## config.mk

```make
export PLATFORM = sky130hd
export DESIGN_NAME = decode_stage_flat
export DESIGN_NICKNAME = d
export VERILOG_FILES = /design/src/rtl/decode_stage_pkg.sv /design/src/rtl/decode_stage_if.sv /design/src/rtl/decode_stage_lane.sv /design/src/rtl/decode_stage.sv /design/src/flat_wrapper.sv
export SDC_FILE = /design/constraint.sdc
export NUM_CORES = 1
export LEC_CHECK = 0
export BUFFER_PORTS_ARGS = -buffer_cell sky130_fd_sc_hd__clkbuf_2
export CAP_MARGIN = 25
export CELL_PAD_IN_SITES_DETAIL_PLACEMENT = 1
export CELL_PAD_IN_SITES_GLOBAL_PLACEMENT = 2
export CORE_ASPECT_RATIO = 0.5
export CORE_MARGIN = 5
export CORE_UTILIZATION = 38
export CTS_CLUSTER_DIAMETER = 80
export DETAILED_ROUTE_END_ITERATION = 8
export PLACE_DENSITY = 0.95
export SLEW_MARGIN = 25
export SYNTH_ARGS = -nofsm -noshare
export SYNTH_HDL_FRONTEND = slang
export SYNTH_SLANG_ARGS = --single-unit
```

## constraint.sdc

```tcl
create_clock -name clk -period 7.1 [get_ports clk]
set_clock_uncertainty 0.05 [all_clocks]
set_input_delay 1.065 -clock clk [delete_from_list [all_inputs] [get_ports clk]]
set_output_delay 1.065 -clock clk [all_outputs]
set_load 0.005 [all_outputs]
```

## src/rtl/decode_stage_pkg.sv

```systemverilog
// Shared decode types: uop layout, opcode/funct7 constants, immediate helpers
// and the skid-buffer state encoding used by decode_stage.
package decode_stage_pkg;

   localparam logic [6:0] OPC_OP     = 7'b0110011;
   localparam logic [6:0] OPC_OP_IMM = 7'b0010011;
   localparam logic [6:0] OPC_LOAD   = 7'b0000011;
   localparam logic [6:0] OPC_STORE  = 7'b0100011;
   localparam logic [6:0] OPC_BRANCH = 7'b1100011;
   localparam logic [6:0] OPC_JAL    = 7'b1101111;
   localparam logic [6:0] OPC_JALR   = 7'b1100111;
   localparam logic [6:0] OPC_LUI    = 7'b0110111;
   localparam logic [6:0] OPC_AUIPC  = 7'b0010111;
   localparam logic [6:0] OPC_SYSTEM = 7'b1110011;

   localparam logic [6:0] FUNCT7_BASE = 7'b0000000;
   localparam logic [6:0] FUNCT7_ALT  = 7'b0100000;

   typedef logic [11:0] imm_i_t;
   typedef logic [11:0] imm_s_t;
   typedef logic [12:0] imm_b_t;
   typedef logic [19:0] imm_u_t;
   typedef logic [20:0] imm_j_t;

   typedef enum logic [3:0] {
      OPTYPE_ALU, OPTYPE_LOAD, OPTYPE_STORE, OPTYPE_BRANCH, OPTYPE_JAL,
      OPTYPE_JALR, OPTYPE_LUI, OPTYPE_AUIPC, OPTYPE_SYSTEM, OPTYPE_CSR,
      OPTYPE_EXC
   } optype_e;

   typedef enum logic [3:0] {
      ADDITION, SUBTRACTION, SHIFT_LEFT, SET_LESS, SET_LESS_U,
      BIT_XOR, SHIFT_RIGHT_L, SHIFT_RIGHT_A, BIT_OR, BIT_AND
   } alu_op_e;

   typedef enum logic [1:0] {RES_ADDER, RES_LOGIC, RES_SHIFT, RES_CMP} res_sel_e;
   typedef enum logic {NO, YES} opd_sel_e;

   typedef enum logic [1:0] {DEC_EMPTY, DEC_ONE, DEC_TWO} dec_state_e;

   typedef struct packed {
      optype_e     optype;
      alu_op_e     op;
      res_sel_e    res_sel;
      opd_sel_e    alu_cu_input_opd3_opd4_sel;
      logic [2:0]  funct3;
      logic [4:0]  rs1;
      logic        rs1_valid;
      logic [4:0]  rs2;
      logic        rs2_valid;
      logic [4:0]  rd;
      logic        rd_valid;
      logic [31:0] imm;
      logic        imm_valid;
   } uop_t;

   localparam int unsigned UOP_W = $bits(uop_t);

   function automatic logic [31:0] imm_i(input logic [31:0] instr);
      imm_i_t f = instr[31:20];
      return {{20{f[11]}}, f};
   endfunction

   function automatic logic [31:0] imm_s(input logic [31:0] instr);
      imm_s_t f = {instr[31:25], instr[11:7]};
      return {{20{f[11]}}, f};
   endfunction

   function automatic logic [31:0] imm_b(input logic [31:0] instr);
      imm_b_t f = {instr[31], instr[7], instr[30:25], instr[11:8], 1'b0};
      return {{19{f[12]}}, f};
   endfunction

   function automatic logic [31:0] imm_u(input logic [31:0] instr);
      imm_u_t f = instr[31:12];
      return {f, 12'h000};
   endfunction

   function automatic logic [31:0] imm_j(input logic [31:0] instr);
      imm_j_t f = {instr[31], instr[19:12], instr[20], instr[30:21], 1'b0};
      return {{11{f[20]}}, f};
   endfunction

   function automatic alu_op_e alu_op_of(input logic [2:0] funct3, input logic alt);
      case (funct3)
         3'b000:  return alt ? SUBTRACTION : ADDITION;
         3'b001:  return SHIFT_LEFT;
         3'b010:  return SET_LESS;
         3'b011:  return SET_LESS_U;
         3'b100:  return BIT_XOR;
         3'b101:  return alt ? SHIFT_RIGHT_A : SHIFT_RIGHT_L;
         3'b110:  return BIT_OR;
         default: return BIT_AND;
      endcase
   endfunction

   function automatic res_sel_e res_sel_of(input alu_op_e op);
      case (op)
         SHIFT_LEFT, SHIFT_RIGHT_L, SHIFT_RIGHT_A: return RES_SHIFT;
         SET_LESS, SET_LESS_U:                     return RES_CMP;
         BIT_XOR, BIT_OR, BIT_AND:                 return RES_LOGIC;
         default:                                  return RES_ADDER;
      endcase
   endfunction

endpackage

```

## src/rtl/decode_stage_if.sv

```systemverilog
// Fetch-side and dispatch-side handshake bundle of decode_stage.
// slave = the decode stage's view, master = the surrounding pipeline's view.
interface decode_stage_if
   import decode_stage_pkg::*;
#(
   parameter int unsigned INSTR_WIDTH = 32,
   parameter int unsigned LANES       = 2,
   parameter int unsigned PC_WIDTH    = 32
);
   logic                         in_valid;
   logic                         in_ready;
   logic [LANES*INSTR_WIDTH-1:0] in_instr;
   logic [LANES-1:0]             in_lane_valid;
   logic [PC_WIDTH-1:0]          in_pc;

   logic                         out_valid;
   logic                         out_ready;
   logic [LANES*UOP_W-1:0]       out_uop;
   logic [LANES-1:0]             out_lane_valid;
   logic [LANES-1:0]             out_lane_nop;
   logic [PC_WIDTH-1:0]          out_pc;
   logic [LANES-1:0]             out_illegal;

   modport master (
      output in_valid, in_instr, in_lane_valid, in_pc, out_ready,
      input  in_ready, out_valid, out_uop, out_lane_valid, out_lane_nop,
             out_pc, out_illegal
   );

   modport slave (
      input  in_valid, in_instr, in_lane_valid, in_pc, out_ready,
      output in_ready, out_valid, out_uop, out_lane_valid, out_lane_nop,
             out_pc, out_illegal
   );
endinterface

```

## src/rtl/decode_stage_lane.sv

```systemverilog
// Combinational single-instruction decoder (module decode_lane).
// QU_DECODE_ILLEGAL_TRAP_EN: illegal lanes become OPTYPE_EXC uops instead of being squashed.
module decode_lane
   import decode_stage_pkg::*;
(
   input  logic [31:0] instr,
   input  logic        lane_valid,
   output uop_t        uop,
   output logic        uop_valid,
   output logic        nop,
   output logic        illegal
);
   logic [6:0] opcode;
   logic [6:0] funct7;
   logic [2:0] funct3;
   logic [4:0] rd;
   logic       rd_zero;
   logic       alt;
   logic       bad;
   logic       is_nop;
   uop_t       dec;

   assign opcode  = instr[6:0];
   assign rd      = instr[11:7];
   assign funct3  = instr[14:12];
   assign funct7  = instr[31:25];
   assign rd_zero = (rd == 5'd0);
   assign alt     = funct7[5];

   always_comb begin
      dec        = '0;
      bad        = 1'b0;
      is_nop     = 1'b0;
      dec.funct3 = funct3;
      dec.rs1    = instr[19:15];
      dec.rs2    = instr[24:20];
      dec.rd     = rd;
      unique case (opcode)
         OPC_OP: begin
            dec.op        = alu_op_of(funct3, alt);
            dec.rs1_valid = 1'b1;
            dec.rs2_valid = 1'b1;
            dec.rd_valid  = !rd_zero;
            is_nop        = rd_zero;
            if (funct7 == FUNCT7_ALT)
               bad = !(funct3 == 3'b000 || funct3 == 3'b101);
            else if (funct7 != FUNCT7_BASE)
               bad = 1'b1;
         end
         OPC_OP_IMM: begin
            dec.op        = alu_op_of(funct3, (funct3 == 3'b101) && alt);
            dec.rs1_valid = 1'b1;
            dec.rd_valid  = !rd_zero;
            dec.imm       = imm_i(instr);
            dec.imm_valid = 1'b1;
            is_nop        = rd_zero;
            // shift-immediates reuse imm[11:5] as a funct7 field
            if (funct3 == 3'b001)
               bad = (funct7 != FUNCT7_BASE);
            else if (funct3 == 3'b101)
               bad = (funct7 != FUNCT7_BASE) && (funct7 != FUNCT7_ALT);
         end
         OPC_LOAD: begin
            dec.optype    = OPTYPE_LOAD;
            dec.rs1_valid = 1'b1;
            dec.rd_valid  = !rd_zero;
            dec.imm       = imm_i(instr);
            dec.imm_valid = 1'b1;
            is_nop        = rd_zero;
            bad           = (funct3 == 3'b011) || (funct3 == 3'b110) || (funct3 == 3'b111);
         end
         OPC_STORE: begin
            dec.optype    = OPTYPE_STORE;
            dec.rs1_valid = 1'b1;
            dec.rs2_valid = 1'b1;
            dec.imm       = imm_s(instr);
            dec.imm_valid = 1'b1;
            bad           = funct3[2] || (funct3[1:0] == 2'b11);
         end
         OPC_BRANCH: begin
            dec.optype    = OPTYPE_BRANCH;
            dec.op        = funct3[2] ? (funct3[1] ? SET_LESS_U : SET_LESS) : SUBTRACTION;
            dec.rs1_valid = 1'b1;
            dec.rs2_valid = 1'b1;
            dec.imm       = imm_b(instr);
            dec.imm_valid = 1'b1;
            bad           = (funct3[2:1] == 2'b01);
         end
         OPC_JAL: begin
            dec.optype    = OPTYPE_JAL;
            dec.rd_valid  = 1'b1;
            dec.imm       = imm_j(instr);
            dec.imm_valid = 1'b1;
         end
         OPC_JALR: begin
            dec.optype    = OPTYPE_JALR;
            dec.rs1_valid = 1'b1;
            dec.rd_valid  = 1'b1;
            dec.imm       = imm_i(instr);
            dec.imm_valid = 1'b1;
            bad           = (funct3 != 3'b000);
         end
         OPC_LUI, OPC_AUIPC: begin
            dec.optype    = (opcode == OPC_LUI) ? OPTYPE_LUI : OPTYPE_AUIPC;
            dec.rd_valid  = !rd_zero;
            dec.imm       = imm_u(instr);
            dec.imm_valid = 1'b1;
            is_nop        = rd_zero;
         end
         OPC_SYSTEM: begin
            dec.imm       = imm_i(instr);
            dec.imm_valid = 1'b1;
            if (funct3 == 3'b000) begin
               dec.optype = OPTYPE_SYSTEM;
            end else begin
               dec.optype    = OPTYPE_CSR;
               dec.rs1_valid = !funct3[2];
               dec.rd_valid  = !rd_zero;
               bad           = (funct3 == 3'b100);
            end
         end
         default: bad = 1'b1;
      endcase
      dec.res_sel = res_sel_of(dec.op);
      if (dec.op == SET_LESS || dec.op == SET_LESS_U)
         dec.alu_cu_input_opd3_opd4_sel = YES;
   end

   always_comb begin
      uop       = '0;
      uop_valid = 1'b0;
      nop       = 1'b0;
      illegal   = 1'b0;
      if (lane_valid) begin
         illegal = bad;
         if (!bad) begin
            uop       = dec;
            uop_valid = 1'b1;
            nop       = is_nop;
         end
`ifdef QU_DECODE_ILLEGAL_TRAP_EN
         else begin
            uop.optype = OPTYPE_EXC;
            uop.imm    = instr;
            uop_valid  = 1'b1;
         end
`endif
      end
   end
endmodule

```

## src/rtl/decode_stage.sv

```systemverilog
// Registered multi-lane decode stage with a two-entry skid buffer between fetch
// and rename. Honors QU_DECODE_ILLEGAL_TRAP_EN through decode_lane.
module decode_stage
   import decode_stage_pkg::*;
#(
   parameter int unsigned INSTR_WIDTH = 32,
   parameter int unsigned LANES       = 2,
   parameter int unsigned PC_WIDTH    = 32
)(
   input logic            clk,
   input logic            rst_n,
   input logic            flush,
   decode_stage_if.slave  bus
);
   typedef struct packed {
      logic [LANES*UOP_W-1:0] uop;
      logic [LANES-1:0]       lane_valid;
      logic [LANES-1:0]       nop;
      logic [LANES-1:0]       illegal;
      logic [PC_WIDTH-1:0]    pc;
   } bundle_t;

   logic [LANES*UOP_W-1:0] dec_uop;
   logic [LANES-1:0]       dec_valid;
   logic [LANES-1:0]       dec_nop;
   logic [LANES-1:0]       dec_illegal;

   bundle_t    in_b, out_q, out_d, skid_q, skid_d;
   dec_state_e state_q, state_d;
   logic       in_ready_q;
   logic       out_valid_q;
   logic       accept;
   logic       consume;

   for (genvar i = 0; i < LANES; i++) begin : g_lane
      uop_t lane_uop;
      decode_lane u_lane (
         .instr      (bus.in_instr[i*INSTR_WIDTH +: 32]),
         .lane_valid (bus.in_lane_valid[i]),
         .uop        (lane_uop),
         .uop_valid  (dec_valid[i]),
         .nop        (dec_nop[i]),
         .illegal    (dec_illegal[i])
      );
      assign dec_uop[i*UOP_W +: UOP_W] = lane_uop;
   end

   always_comb begin
      in_b            = '0;
      in_b.uop        = dec_uop;
      in_b.lane_valid = dec_valid;
      in_b.nop        = dec_nop;
      in_b.illegal    = dec_illegal;
      in_b.pc         = bus.in_pc;
   end

   assign accept  = bus.in_valid && in_ready_q;
   assign consume = out_valid_q && bus.out_ready;

   // Idle registers are cleared so the output bus reads zero whenever out_valid=0.
   always_comb begin
      state_d = state_q;
      out_d   = out_q;
      skid_d  = skid_q;
      if (flush) begin
         state_d = DEC_EMPTY;
         out_d   = '0;
         skid_d  = '0;
      end else begin
         unique case (state_q)
            DEC_EMPTY: begin
               if (accept) begin
                  state_d = DEC_ONE;
                  out_d   = in_b;
               end
            end
            DEC_ONE: begin
               if (accept && consume) begin
                  out_d = in_b;
               end else if (accept) begin
                  state_d = DEC_TWO;
                  skid_d  = in_b;
               end else if (consume) begin
                  state_d = DEC_EMPTY;
                  out_d   = '0;
               end
            end
            DEC_TWO: begin
               if (consume) begin
                  state_d = DEC_ONE;
                  out_d   = skid_q;
                  skid_d  = '0;
               end
            end
            default: state_d = DEC_EMPTY;
         endcase
      end
   end

   always_ff @(posedge clk or negedge rst_n) begin
      if (!rst_n) begin
         state_q     <= DEC_EMPTY;
         out_q       <= '0;
         skid_q      <= '0;
         in_ready_q  <= 1'b1;
         out_valid_q <= 1'b0;
      end else begin
         state_q     <= state_d;
         out_q       <= out_d;
         skid_q      <= skid_d;
         in_ready_q  <= (state_d != DEC_TWO);
         out_valid_q <= (state_d != DEC_EMPTY);
      end
   end

   assign bus.in_ready       = in_ready_q;
   assign bus.out_valid      = out_valid_q;
   assign bus.out_uop        = out_q.uop;
   assign bus.out_lane_valid = out_q.lane_valid;
   assign bus.out_lane_nop   = out_q.nop;
   assign bus.out_illegal    = out_q.illegal;
   assign bus.out_pc         = out_q.pc;
endmodule

```

## src/flat_wrapper.sv

```systemverilog
// flat-port wrapper written by rule: the top's interface ports become plain ports
module decode_stage_flat import decode_stage_pkg::*;
#(
   parameter int unsigned INSTR_WIDTH = 32,
   parameter int unsigned LANES       = 2,
   parameter int unsigned PC_WIDTH    = 32
)
  (clk, rst_n, flush, bus_in_valid, bus_in_instr, bus_in_lane_valid, bus_in_pc, bus_out_ready, bus_in_ready, bus_out_valid, bus_out_uop, bus_out_lane_valid, bus_out_lane_nop, bus_out_pc, bus_out_illegal);
  decode_stage_if #(.INSTR_WIDTH(INSTR_WIDTH), .LANES(LANES), .PC_WIDTH(PC_WIDTH)) bus_i ();
  input logic clk;
  input logic rst_n;
  input logic flush;
  input wire logic [$bits(bus_i.in_valid)-1:0] bus_in_valid;
  input wire logic [$bits(bus_i.in_instr)-1:0] bus_in_instr;
  input wire logic [$bits(bus_i.in_lane_valid)-1:0] bus_in_lane_valid;
  input wire logic [$bits(bus_i.in_pc)-1:0] bus_in_pc;
  input wire logic [$bits(bus_i.out_ready)-1:0] bus_out_ready;
  output wire logic [$bits(bus_i.in_ready)-1:0] bus_in_ready;
  output wire logic [$bits(bus_i.out_valid)-1:0] bus_out_valid;
  output wire logic [$bits(bus_i.out_uop)-1:0] bus_out_uop;
  output wire logic [$bits(bus_i.out_lane_valid)-1:0] bus_out_lane_valid;
  output wire logic [$bits(bus_i.out_lane_nop)-1:0] bus_out_lane_nop;
  output wire logic [$bits(bus_i.out_pc)-1:0] bus_out_pc;
  output wire logic [$bits(bus_i.out_illegal)-1:0] bus_out_illegal;
  assign bus_i.in_valid = bus_in_valid;
  assign bus_i.in_instr = bus_in_instr;
  assign bus_i.in_lane_valid = bus_in_lane_valid;
  assign bus_i.in_pc = bus_in_pc;
  assign bus_i.out_ready = bus_out_ready;
  assign bus_in_ready = bus_i.in_ready;
  assign bus_out_valid = bus_i.out_valid;
  assign bus_out_uop = bus_i.out_uop;
  assign bus_out_lane_valid = bus_i.out_lane_valid;
  assign bus_out_lane_nop = bus_i.out_lane_nop;
  assign bus_out_pc = bus_i.out_pc;
  assign bus_out_illegal = bus_i.out_illegal;
  decode_stage #(.INSTR_WIDTH(INSTR_WIDTH), .LANES(LANES), .PC_WIDTH(PC_WIDTH)) u_core (.clk(clk), .rst_n(rst_n), .flush(flush), .bus(bus_i));
endmodule
```

==> results.md <==
- Min cycle time layout: ~4.0 ns
- Post-synthesis area per instance: about 10 sq um
- H-Tree Depth: 1
- RSZ-0062 raised after global routing: false
- F_max: around 250 MHz
- Grt ovf: 0
- Worst Path Arrival: around 4.5 ns
- Fillers: roughly 4600
- Async set-reset flop share out of synthesis: 100%
- Dpl ws: between 2 and 2.5 ns
- Peak VDD IR: around 0.00019 V
- WP data required: 7.53 ns
- Commonest cells after routing, fill and taps aside: dfrtp_1, clkbuf_2, nand2_1
- Worst r2r path cells: 9
- Pin count of the biggest net entering global routing: 143
- Post-synthesis sequential area ratio: a little under three fifths
- Setup Fix Bufs, Post-CTS: 0
- Port bufs: roughly 270
- Rows: 52
- Syn_nets: approximately 1600
- Finished layout cell area: 18200 sq um
- Clock latency on the worst-skew pair: ~0.57 ns
- Leakage: 0.00870 uW
- Fin nets: 1840
- Synth unique cells: 70
- DP HPWL: approximately 35000 um
- Number of placed cells counting well taps: 2239
- I/O pin total: ~270
- Final period utilization: 56.7%
- Initial Utilization: 38.3%
- Antenna diodes: 0
- Initial antenna violation count: 0
- Synth Instances: approximately 1500
- Max Cap Viol: 0
- Final setup fails: 0
- Avg WL per Cell: approximately 23 um
- Final setup margin: between 3 and 4 ns
- Power Dens Cells: roughly 230 nW/um^2
- Clock root cell: clkbuf_16
- DRT antenna net count: 0
- Synthesis-to-finish area growth: 18.6%
- Worst slew margin: roughly 30%
- First-pass GRT wire length: around 82000 um
- Number of synthesized flops with an enable pin: 0
- DIE WIDTH: about 290 um
- Outcome: finished, final reports clean
- Die area: between 40000 and 50000 sq um
- Post-Route WL: approximately 52000 um
- CTS tree: yes
- TNS Setup: 0 ns
- Vias after detailed routing: 13400
- Die Span Y: between 150 and 200 um
- Clock Path Buffers: 3
- Most common cell after layout, fill and taps aside: dfrtp_1
- Post-DP Area: ~17000 sq um
- Crit path max fanout: 15
- Worst-path clk slew: ~0.070 ns
- Proportion of layout cells with a drive suffix above 1: 21.3%
- GR Util All Layers: 22.4%
- Post-CTS Resized: 0
- Hold Violations, Final: 0
- Worst Max-Slew Pin Slew: ~1.1 ns
- Slew Limit Fails: 0
- Inserted Clock Buffers: 31
- Via/cell ratio: between 5 and 6
- Placeable Area: ~40000 sq um
- Vias in the first global route: ~14000
- Yosys warns: 0
- Initial DRC Count: between 1000 and 1500
- DRC: 0
- Synth Register Bits: 340
- Mapped Area: about 15000 sq um
- WS Path Type: primary input to register
- CP Launch Type: primary input
- Cell Count, Final, Fillers Out: about 2300
- Gpl congestion: approximately 0.89
- Hold crit path type: primary input to async pin
- Crit. End Element: register
- Cts hold-fix bufs: 0
- Most used DFF post-synth: dfrtp_1
- Final core utilization: between 40 and 50%
- Clk sinks: 340
- Pre-antenna DRT Iters: 5
cells by family after synthesis:
kind of cell | count (synthesis) | share of synthesized area (%)
buffers and inverters | 165 | 4.13
AO/OA/AOI/OAI | 611 | 27.3
multiplexers | 3 | 0.195
XOR/XNOR | 3 | 0.171
adder cells (fa/ha/maj) | 4 | 0.325
flip-flops | 340 | 55.3
AND/OR/NAND/NOR | 409 | 12.5
worst max-delay path: stages:
cell      delay (ns)
clkbuf_2        0.26
nor2b_1         0.58
nand3_1         0.24
a311oi_2        0.60
nand2_1         0.18
nor3_1          0.73
nand2_1         0.49
o21ai_0         0.29
layout make-up:
cell class              count  area, sq um  area share (%)
clock inverters             8          115           0.631
clock buffers              46          932            5.11
repair buffers            294         1580            8.64
multi-input cells        1030         6300            34.5
inverters                  36          135           0.741
flip-flops and latches    340         8510            46.6
well taps                 540          676            3.70
cells in the mapped netlist, types with 4 or more instances:
cell         n  area [sq um]
nor3b_1      8          60.1
a21boi_0     4          30.0
nor2_1      31           116
and2_1       9          56.3
o31ai_1      6          45.0
a221o_1     16           160
a2bb2oi_1   12           105
a22o_1      95           832
nand4_1      7          43.8
nand2b_1    10          62.6
a21oi_1     77           385
nor3_1      22           110
inv_1       36           135
clkbuf_1   121           454
nand2_1    239           897
o31a_1      10          87.6
nor3_2      11           110
ha_1         4          50.1
and3_1       9          56.3
a21o_1       6          45.0
a22oi_1    117           878
or4_1        5          37.5
nand3b_1     4          30.0
a222oi_1    23           230
buf_1        5          18.8
o211ai_1     5          37.5
a31oi_1      9          56.3
nand3_1     23           115
o21ai_0    190           951
a32o_1       5          50.1
nor2b_1     10          62.6
dfrtp_1    339          8480
routing by layer:
layer	global-route usage, %	share of wire [%]	vias up
met5	0	0	-
met4	6.20	3.0	0
met3	2.81	3.5	79
met2	38.0	50	304
met1	30.4	43	6969
li1	-	-	6079
worst paths after layout:
kind	from	to	slack, ns
worst min register to register	u_core.bus.out_pc[24]$_DFFE_PN0P_	u_core.bus.out_pc[24]$_DFFE_PN0P_	0.43
worst max-delay path	bus_in_instr[36]	u_core.bus.out_uop[68]$_DFFE_PN0P_	3.07
worst max register to register	u_core.state_q[0]$_DFF_PN0_	u_core.bus.out_uop[13]$_DFFE_PN0P_	3.67
max in group asynchronous	rst_n	u_core.skid_q[20]$_DFFE_PN0P_	5.50
worst min-delay path	rst_n	u_core.bus.out_uop[108]$_DFFE_PN0P_	0.36
min in group clk	u_core.bus.out_pc[24]$_DFFE_PN0P_	u_core.bus.out_pc[24]$_DFFE_PN0P_	0.43
sequential cells by signal (all words and copies together) (netlist names):
name and cells:
u_core.skid_q 168, u_core.bus.out_uop 130, u_core.bus.out_pc 32, u_core.bus.out_illegal 2, u_core.bus.out_lane_nop 2, u_core.bus.out_lane_valid 2
u_core.state_q 2, u_core.bus.in_ready 1, u_core.bus.out_valid 1
report_power, final:
| part | total, uW | switching, uW | internal (uW) | leakage (uW) |
|---|---|---|---|---|
| sequential | 2010 | 27.9 | 1980 | 0.00473 |
| clock | 1770 | 758 | 1010 | 0.000522 |
| combinational | 494 | 363 | 131 | 0.00345 |
per-stage QoR:
stage | power, uW | hold WS, ns
CTS | 4300 | 0.352
global route | 4450 | 0.381
global placement | 2530 | 0.411
finish | 4270 | 0.363
floorplan | 2300 | 0.397
detailed placement | 2540 | 0.420
Power figures use the tool's default switching activity.
